**config.mk**
```make
export PLATFORM = sky130hd
export DESIGN_NAME = iscas_resp_misr
export DESIGN_NICKNAME = d
export VERILOG_FILES = /design/src/rtl/iscas_tb_pkg.sv /design/src/rtl/misr_step.sv /design/src/rtl/iscas_resp_misr.sv
export SDC_FILE = /design/constraint.sdc
export NUM_CORES = 1
export LEC_CHECK = 0
export BUFFER_PORTS_ARGS = -buffer_cell sky130_fd_sc_hd__buf_4
export CORE_ASPECT_RATIO = 0.5
export CORE_UTILIZATION = 55
export DETAILED_ROUTE_END_ITERATION = 8
export GPL_ROUTABILITY_DRIVEN = 0
export PLACE_DENSITY_LB_ADDON = 0.05
export SLEW_MARGIN = 10
export SYNTH_ARGS = -nofsm -noshare
export SYNTH_HDL_FRONTEND = slang
export SYNTH_SLANG_ARGS = --single-unit
```
**constraint.sdc**
```tcl
create_clock -name clk -period 2.8 [get_ports clk]
set_input_delay 0.28 -clock clk [delete_from_list [all_inputs] [get_ports clk]]
set_output_delay 0.28 -clock clk [all_outputs]
set_load 0.01 [all_outputs]
```
**src/rtl/iscas_tb_pkg.sv**
```systemverilog
// Shared types and default constants for the ISCAS response MISR.
package iscas_tb_pkg;

    typedef enum logic [1:0] {
        StIdle = 2'd0,
        StSkip = 2'd1,
        StRun  = 2'd2,
        StDone = 2'd3
    } misr_state_e;

    // x^24 + x^23 + x^22 + x^17 + 1, with the x^24 term implicit
    localparam logic [23:0] DefPoly = 24'hC20001;

    // Warm-up samples that flush the benchmark flip-flops before compaction
    localparam int unsigned DefSkip = 5;

endpackage

```
**src/rtl/misr_step.sv**
```systemverilog
// Combinational next-signature function of the MISR: shift, polynomial feedback, data fold-in.
module misr_step
    import iscas_tb_pkg::*;
#(
    parameter int unsigned      SIG_W = 24,
    parameter int unsigned      WIDTH = 19,
    parameter logic [SIG_W-1:0] POLY  = SIG_W'(DefPoly)
) (
    input  logic [SIG_W-1:0] i_sig,
    input  logic [WIDTH-1:0] i_data,
    output logic [SIG_W-1:0] o_sig
);

    logic [SIG_W-1:0] w_shift;
    logic [SIG_W-1:0] w_fb;
    logic [SIG_W-1:0] w_data;

    assign w_shift = {i_sig[SIG_W-2:0], 1'b0};
    // Feedback applies when the bit shifted out of the top is set
    assign w_fb    = i_sig[SIG_W-1] ? POLY : '0;
    assign w_data  = SIG_W'(i_data);
    assign o_sig   = w_shift ^ w_fb ^ w_data;

endmodule

```
**src/rtl/iscas_resp_misr.sv**
```systemverilog
// Response compactor for ISCAS benchmarks: discards SKIP warm-up samples, then folds
// num_samples valid responses into a MISR signature and compares it against a golden value.
module iscas_resp_misr
    import iscas_tb_pkg::*;
#(
    parameter int unsigned      WIDTH = 19,
    parameter int unsigned      SIG_W = 24,
    parameter logic [SIG_W-1:0] POLY  = SIG_W'(DefPoly),
    parameter int unsigned      SKIP  = DefSkip
) (
    input  logic             clk,
    input  logic             rst_n,
    input  logic             start,
    input  logic             abort,
    input  logic [15:0]      num_samples,
    input  logic [SIG_W-1:0] expected,
    input  logic             dut_valid,
    input  logic [WIDTH-1:0] dut_out,
    output logic             busy,
    output logic             done,
    output logic [SIG_W-1:0] signature,
    output logic             pass
);

    // Skip count value that marks the final warm-up sample (unused when SKIP is 0)
    localparam logic [15:0] SkipLast = 16'(SKIP - 1);

    misr_state_e      r_state;
    logic [SIG_W-1:0] r_sig;
    logic [15:0]      r_skip_cnt;
    logic [15:0]      r_smp_cnt;
    logic [15:0]      r_num;
    logic [SIG_W-1:0] w_sig_next;

    misr_step #(
        .SIG_W (SIG_W),
        .WIDTH (WIDTH),
        .POLY  (POLY)
    ) u_misr_step (
        .i_sig  (r_sig),
        .i_data (dut_out),
        .o_sig  (w_sig_next)
    );

    // Run control FSM with counters and signature register; abort overrides everything
    always_ff @(posedge clk or negedge rst_n) begin
        if (!rst_n) begin
            r_state    <= StIdle;
            r_sig      <= '0;
            r_skip_cnt <= '0;
            r_smp_cnt  <= '0;
            r_num      <= '0;
        end else if (abort) begin
            r_state <= StIdle;
        end else begin
            unique case (r_state)
                StIdle, StDone: begin
                    if (start) begin
                        r_sig      <= '0;
                        r_skip_cnt <= '0;
                        r_smp_cnt  <= '0;
                        r_num      <= num_samples;
                        if (SKIP != 0) begin
                            r_state <= StSkip;
                        end else if (num_samples == '0) begin
                            r_state <= StDone;
                        end else begin
                            r_state <= StRun;
                        end
                    end
                end
                StSkip: begin
                    if (dut_valid) begin
                        r_skip_cnt <= r_skip_cnt + 16'd1;
                        if (r_skip_cnt == SkipLast) begin
                            r_state <= (r_num == '0) ? StDone : StRun;
                        end
                    end
                end
                StRun: begin
                    if (dut_valid) begin
                        r_sig     <= w_sig_next;
                        r_smp_cnt <= r_smp_cnt + 16'd1;
                        // Final sample lands in the signature on the same edge we finish
                        if (r_smp_cnt + 16'd1 == r_num) begin
                            r_state <= StDone;
                        end
                    end
                end
                default: r_state <= StIdle;
            endcase
        end
    end

    assign busy      = (r_state == StSkip) || (r_state == StRun);
    assign done      = (r_state == StDone);
    assign signature = r_sig;
    assign pass      = done && (r_sig == expected);

endmodule

```
==> results of run 1 <==
-- cells in the mapped netlist, types with 2 or more instances --
cell	count
dfrtp_1	74
nand2_1	65
xor2_1	54
o21ai_0	28
nor2_1	26
xnor2_1	22
mux2_2	19
nand3_1	18
a22o_1	17
nor3_1	15
clkbuf_1	14
nand4_1	13
buf_2	10
inv_1	10
nor4_1	9
a21o_1	8
and3_1	7
ha_1	6
a21oi_1	5
nand2b_1	5
o21ai_1	5
mux2i_1	4
and4_1	3
or3_1	3
a211o_1	2
buf_4	2
nor2b_1	2
nor4b_1	2
o22ai_1	2
or4_1	2
-- through the flow --
step | setup WS, ns | cell area [sq um]
4_1_cts | 0.297 | 5530
5_1_grt | 0.0622 | 5530
3_3_place_gp | 0.384 | 5190
3_5_place_dp | 0.304 | 5190
2_1_floorplan | 0.543 | 4440
6_report | 0.288 | 5530
-- worst min path at each step --
stage,start,to,cells after the start
finish,rst_n,signature[2],1
global placement,rst_n,signature[1],1
floorplan,rst_n,r_num[0],0
CTS,rst_n,signature[4],1
global route,rst_n,signature[1],1
detailed placement,rst_n,signature[4],1
-- worst max-delay path: stages (launching register included) --
cell and delay (ns):
dfrtp_1 0.40, inv_1 0.06, ha_1 0.37, nor2b_1 0.36
nor2_1 0.17, nand2_2 0.38, buf_4 0.45, o21ai_0 0.17
-- sequential cells by signal, indices dropped and copies added (netlist names) --
signal      flops
r_skip_cnt     16
signature      24
r_num          16
r_smp_cnt      16
r_state         2
-- kinds of logic (layout without fill, tap and decap cells) --
logic type,Yosys count,after routing,synth area share (%)
AO/OA/AOI/OAI,77,77,11.7
adder cells (fa/ha/maj),6,6,1.69
AND/OR/NAND/NOR,177,177,20.1
buffers and inverters,37,122,3.60
XOR/XNOR,77,77,15.5
flip-flops,74,74,41.7
multiplexers,23,23,5.72
-- layout make-up --
type	count	area [sq um]
clock buffers	9	225
flip-flops and latches	74	1850
well taps	108	135
clock inverters	6	115
inverters	10	37.5
multi-input cells	360	2430
repair buffers	97	728
fillers	588	2040
-- metal layers --
| layer | up-vias | part of all wire, % | track usage (%) |
|---|---|---|---|
| li1 | 1815 | - | - |
| met1 | 1720 | 47 | 35.1 |
| met2 | 121 | 44 | 41.9 |
| met3 | 16 | 8.0 | 7.17 |
| met4 | 0 | 1.2 | 7.65 |
| met5 | - | 0 | 0 |
-- layout by cell type (no fill, tap or decap), types with 8 or more instances in the layout --
master	synthesis	final
a21o_1	8	8
buf_4	2	97
mux2_2	19	19
nor4_1	9	9
nand3_1	18	18
inv_1	10	10
nor3_1	15	15
dfrtp_1	74	74
a22o_1	17	17
o21ai_0	28	28
nor2_1	26	26
xnor2_1	22	22
clkbuf_16	0	9
xor2_1	54	54
nand4_1	13	13
nand2_1	65	64
-- power breakdown --
part | switching (mW) | leakage, nW | internal, mW
registers | 0.371 | 0.990 | 1.34
clock network | 0.448 | 0.162 | 0.869
logic | 0.749 | 1.46 | 0.756
total | 1.57 | 2.61 | 2.96
==> results by group, run 1 <==
STA
  • Hold Fails Final Rpt: 0
  • Setup TNS: 0 ns
  • Final clock skew: 0.00500 ns
  • Fin crit period: 2.51 ns
  • Hold_ws: 0.0628 ns
  • RSZ-0062 raised after global routing: false
  • Peak Freq: 0.398 GHz
  • Setup violators final: 0
  • Count of pins over their slew limit: 0
  • Worst slew margin: 38.7%
  • Slew @ Worst Pin: 0.920 ns
  • Tcrit/Tclk final: 89.7%

Logic synthesis
  • Mapped Avg Cell Area: 9.43 sq um
  • Yosys warns: 0
  • Yosys top cell by area: dfrtp_1
  • Netlist Area Pre-Place: 4440 sq um
  • Number of synthesized flops with an enable pin: 0
  • Yosys top cell area share: 41.7%
  • Flops & latches, synth: 74
  • Synth cell types: 49
  • Seq/Total Area, Yosys: 41.7%
  • Post-synthesis cell count: 471
  • Share of flip-flops with an asynchronous set or reset: 100%
  • Main synth FF type: dfrtp_1
  • Syn_nets: 541
  • Largest cells by area after synthesis: dfrtp_1 42%, xor2_1 11%, nand2_1 5.5%

Drt
  • Vias after detailed routing: 3,672
  • WL final: 10,100 um
  • DRC viols: 0
  • Pre-antenna DRT Iters: 4
  • Vias per cell: 5.53
  • Post-DRT Antenna Nets: 0
  • Drt first-iter violations: 222
  • Per-cell routed wire length: 15.2 um

CTS
  • Clk Latency, worst-skew pair: 0.34 ns
  • Setup bufs post-CTS: 0
  • # resized after CTS: 0
  • CTS Buf Count: 9
  • CTS max path bufs: 2
  • TritonCTS sink count: 74
  • # hold bufs at CTS: 0
  • Clk pin slew, worst setup/hold paths: 0.06 ns
  • CTS tree: done
  • CTS root buffer: clkbuf_16
  • CTS H-tree lvls: 3

Floorplan
  • Die Area: 8460 sq um
  • # IOs: 91
  • Initial core utilization: 58.7%
  • Core Region: 7570 sq um
  • Chip width: 129 um
  • FP Rows: 22
  • Chip Height: 65.6 um

Setup path
  • CP Capture Type: flip-flop
  • CP Class: flip-flop to flip-flop
  • Worst reg2reg startpoint: r_state[0]
  • Worst EP arrival: 2.71 ns
  • RR Endpoint: signature[14]
  • CP startpoint: r_state[0]
  • R2r worst-path depth: 7
  • Flop2flop setup slack: 0.29 ns
  • Worst path required time: 3.00 ns
  • Critical Path Sink: signature[14]
  • Startpoint types: flip-flop
  • Maximum fanout along the worst path: 47

Finish
  • Area Overhead vs Synth: 24.4%
  • Final Instance Count excl. Fillers: 664
  • # nets final: 622
  • Antenna cells: 0
  • Share of layout cells above drive strength 1: 24.5%
  • Core Util, Final: 73.0%

Power and ir drop
  • Pleak: 2.61 nW
  • Tot Pwr: 4.53 mW
  • Worst vdd ir: 0.000522 V
  • Cell Pwr Density: 819 nW/um^2

Run
  • Max-Cap Viols: 0

Min path
  • HP Class: input pin to async pin

Global route
  • Largest net degree at the start of global routing: 75
  • Global-route wire length before repair: 17,000 um
  • Vias in the first global route: 3,455
  • Tot GR Track Use: 26.3%
  • Initial antenna violation count: 0
  • Gr ovfl total: 0

Placed design
  • Inst Count DP: 649
  • Port Buffer Count: 90
  • Dpl hpwl: 7190 um

Status
  • Outcome: completed
(Power assumes the default switching activity.)
==> run 2, diff against run 1 <==
==> constraint.sdc (replaced) <==
create_clock -name clk -period 2.8 [get_ports clk]
set_input_delay 0.28 -clock clk [delete_from_list [all_inputs] [get_ports clk]]
set_output_delay 0.28 -clock clk [all_outputs]
set_load 0.1 [all_outputs]
==> results by group, run 2 (synthesis gave the netlist of run 1 again) <==
Floorplan
  • FP Rows: 22 (unchanged)
  • Chip width: 129 um (unchanged)
  • Chip Height: 65.6 um (unchanged)
  • Die Area: 8460 sq um (unchanged)
  • # IOs: 91 (unchanged)
  • Initial core utilization: 58.7% (unchanged)
  • Core Region: 7570 sq um (unchanged)

Finish
  • Most common cell after layout, fill and taps aside: buf_4
  • Max reg flops: 24 (unchanged)
  • Final Instance Count excl. Fillers: 667 (+0.45%)
  • Area Overhead vs Synth: 25.2%
  • # nets final: 624 (+0.32%)
  • Most frequent cells in the layout: 98 x buf_4, 64 x nand2_1, 62 x dfrtp_1
  • Antenna cells: 0 (unchanged)
  • Share of layout cells above drive strength 1: 26.8% (+2.4 points)

Power and ir drop
  • Cell Pwr Density: 974 nW/um^2 (+19%)
  • Tot Pwr: 5.42 mW (+20%)
  • Pleak: 2.61 nW (-0.13%)
  • Worst vdd ir: 0.000861 V (+65%)

STA
  • Hold Fails Final Rpt: 0 (unchanged)
  • Slew @ Worst Pin: 0.922 ns (+0.00213 ns)
  • Worst slew margin: 38.5% (-0.14 points)
  • Final clock skew: 0.00489 ns (-0.000110 ns)
  • Hold_ws: 0.0749 ns (+0.0121 ns)
  • Peak Freq: 0.398 GHz (about the same)
  • Setup violators final: 0 (unchanged)
  • Setup TNS: 0 ns (unchanged)
  • RSZ-0062 raised after global routing: false
  • Fin crit period: 2.51 ns (-0.00223 ns)
  • Tcrit/Tclk final: 89.6% (about the same)
  • Count of pins over their slew limit: 0 (unchanged)

CTS
  • Clk Latency, worst-skew pair: 0.33 ns (about the same)
  • Clk pin slew, worst setup/hold paths: 0.06 ns (about the same)
  • # hold bufs at CTS: 0 (unchanged)
  • CTS Buf Count: 9 (unchanged)
  • Setup bufs post-CTS: 0 (unchanged)
  • CTS max path bufs: 2 (unchanged)
  • CTS tree: done
  • # resized after CTS: 0 (unchanged)
  • CTS root buffer: clkbuf_16
  • CTS H-tree lvls: 3 (unchanged)
  • TritonCTS sink count: 74 (unchanged)

Drt
  • DRC viols: 0 (unchanged)
  • Vias per cell: 5.53 (about the same)
  • Post-DRT Antenna Nets: 0 (unchanged)
  • Vias after detailed routing: 3,690 (+0.49%)
  • Pre-antenna DRT Iters: 4 (unchanged)
  • WL final: 10,300 um (+2.1%)
  • Drt first-iter violations: 234 (+5.4%)
  • Per-cell routed wire length: 15.4 um (+1.6%)

Setup path
  • CP max stage delay: 0.58 ns (+0.13 ns)
  • Worst EP arrival: 2.78 ns (+0.07 ns)
  • Family with the most delay on the worst path: simple AND/OR/NAND/NOR gates
  • Startpoint types: flip-flop
  • CP Class: flip-flop to flip-flop
  • CP bufs+invs: 1 (-1)
  • Worst path required time: 3.07 ns (+0.07 ns)
  • Slowest stage cell on the critical path: or4_1
  • Maximum fanout along the worst path: 22 (-53%)
  • Cell Chain, Critical Path: inv_1, ha_1, nor2b_1, nor2_1, nand2_2, or4_1, nand2_1, a22o_1
  • CP Capture Type: flip-flop

Global route
  • GRT met3 Usage: 7.90% (+0.73 points)
  • Global-route wire length before repair: 16,900 um (-0.65%)
  • Vias in the first global route: 3,446 (-0.26%)
  • Gr ovfl total: 0 (unchanged)
  • Gr busiest metal: met2
  • Largest net degree at the start of global routing: 75 (unchanged)
  • Tot GR Track Use: 26.4% (+0.11 points)
  • Met2 Track Usage GR: 41.1% (-0.81 points)
  • Initial antenna violation count: 0 (unchanged)
  • Met1 GRT Util: 35.9% (+0.79 points)

Placed design
  • Port Buffer Count: 90 (unchanged)
  • Dpl hpwl: 7360 um (+2.3%)
  • Inst Count DP: 651 (+0.31%)

Status
  • Outcome: completed

Min path
  • HP Class: input pin to async pin

Run
  • Max-Cap Viols: 0 (unchanged)
## run 2: cell count changes in the layout (fill, tap and decap cells not counted), sizes merged
cell	previous run	this run
buf	97	99
clkinvlp	1	0
inv	11	10
clkinv	1	2
bufinv	3	2
clkbuf	9	12
## run 2: area by class of cell
cell class / count / area, sq um
Multi-Input combinational cell: 360 / 2450
Fill cell: 575 / 2010
Sequential cell: 74 / 1870
Timing Repair Buffer: 99 / 756
Clock buffer: 12 / 236
Tap cell: 108 / 135
Clock inverter: 4 / 77.6
Inverter: 10 / 37.5
## run 2: power breakdown
group	leakage (nW)	switching, mW	internal, mW
sequential	0.971	0.373	1.35
combinational	1.48	1.69	0.792
clock	0.151	0.429	0.784
total	2.61	2.49	2.92
## run 2: final timing paths
path                                     start       endpoint  slack [ns]  cells past startpoint
worst max register to register      r_state[0]  r_smp_cnt[15]        0.29                      8
max in group asynchronous                rst_n  signature[23]        2.03                      1
worst min-delay path                     rst_n   signature[6]        0.07                      1
min in group clk                num_samples[4]       r_num[4]        0.18                      2
worst min register to register    signature[4]   signature[4]        0.55                      2
worst max-delay path                r_state[0]  r_smp_cnt[15]        0.29                      8
## run 2: metrics by stage
| stage | utilization [%] | instance area [sq um] | setup WS (ns) |
|---|---|---|---|
| after floorplan | - | 4480 | 0.00179 |
| after global placement | 69.3 | 5250 | 0.426 |
| after detailed placement | 69.3 | 5250 | 0.305 |
| after CTS | 73.5 | 5560 | 0.315 |
| after global routing | 73.5 | 5560 | 0.0279 |
| final | 73.5 | 5560 | 0.290 |
## run 2: per-layer routing
layer,wire length (um),vias to the layer above
met4,131,0
li1,-,1829
met5,0,-
met1,4870,1734
met3,797,15
met2,4490,112
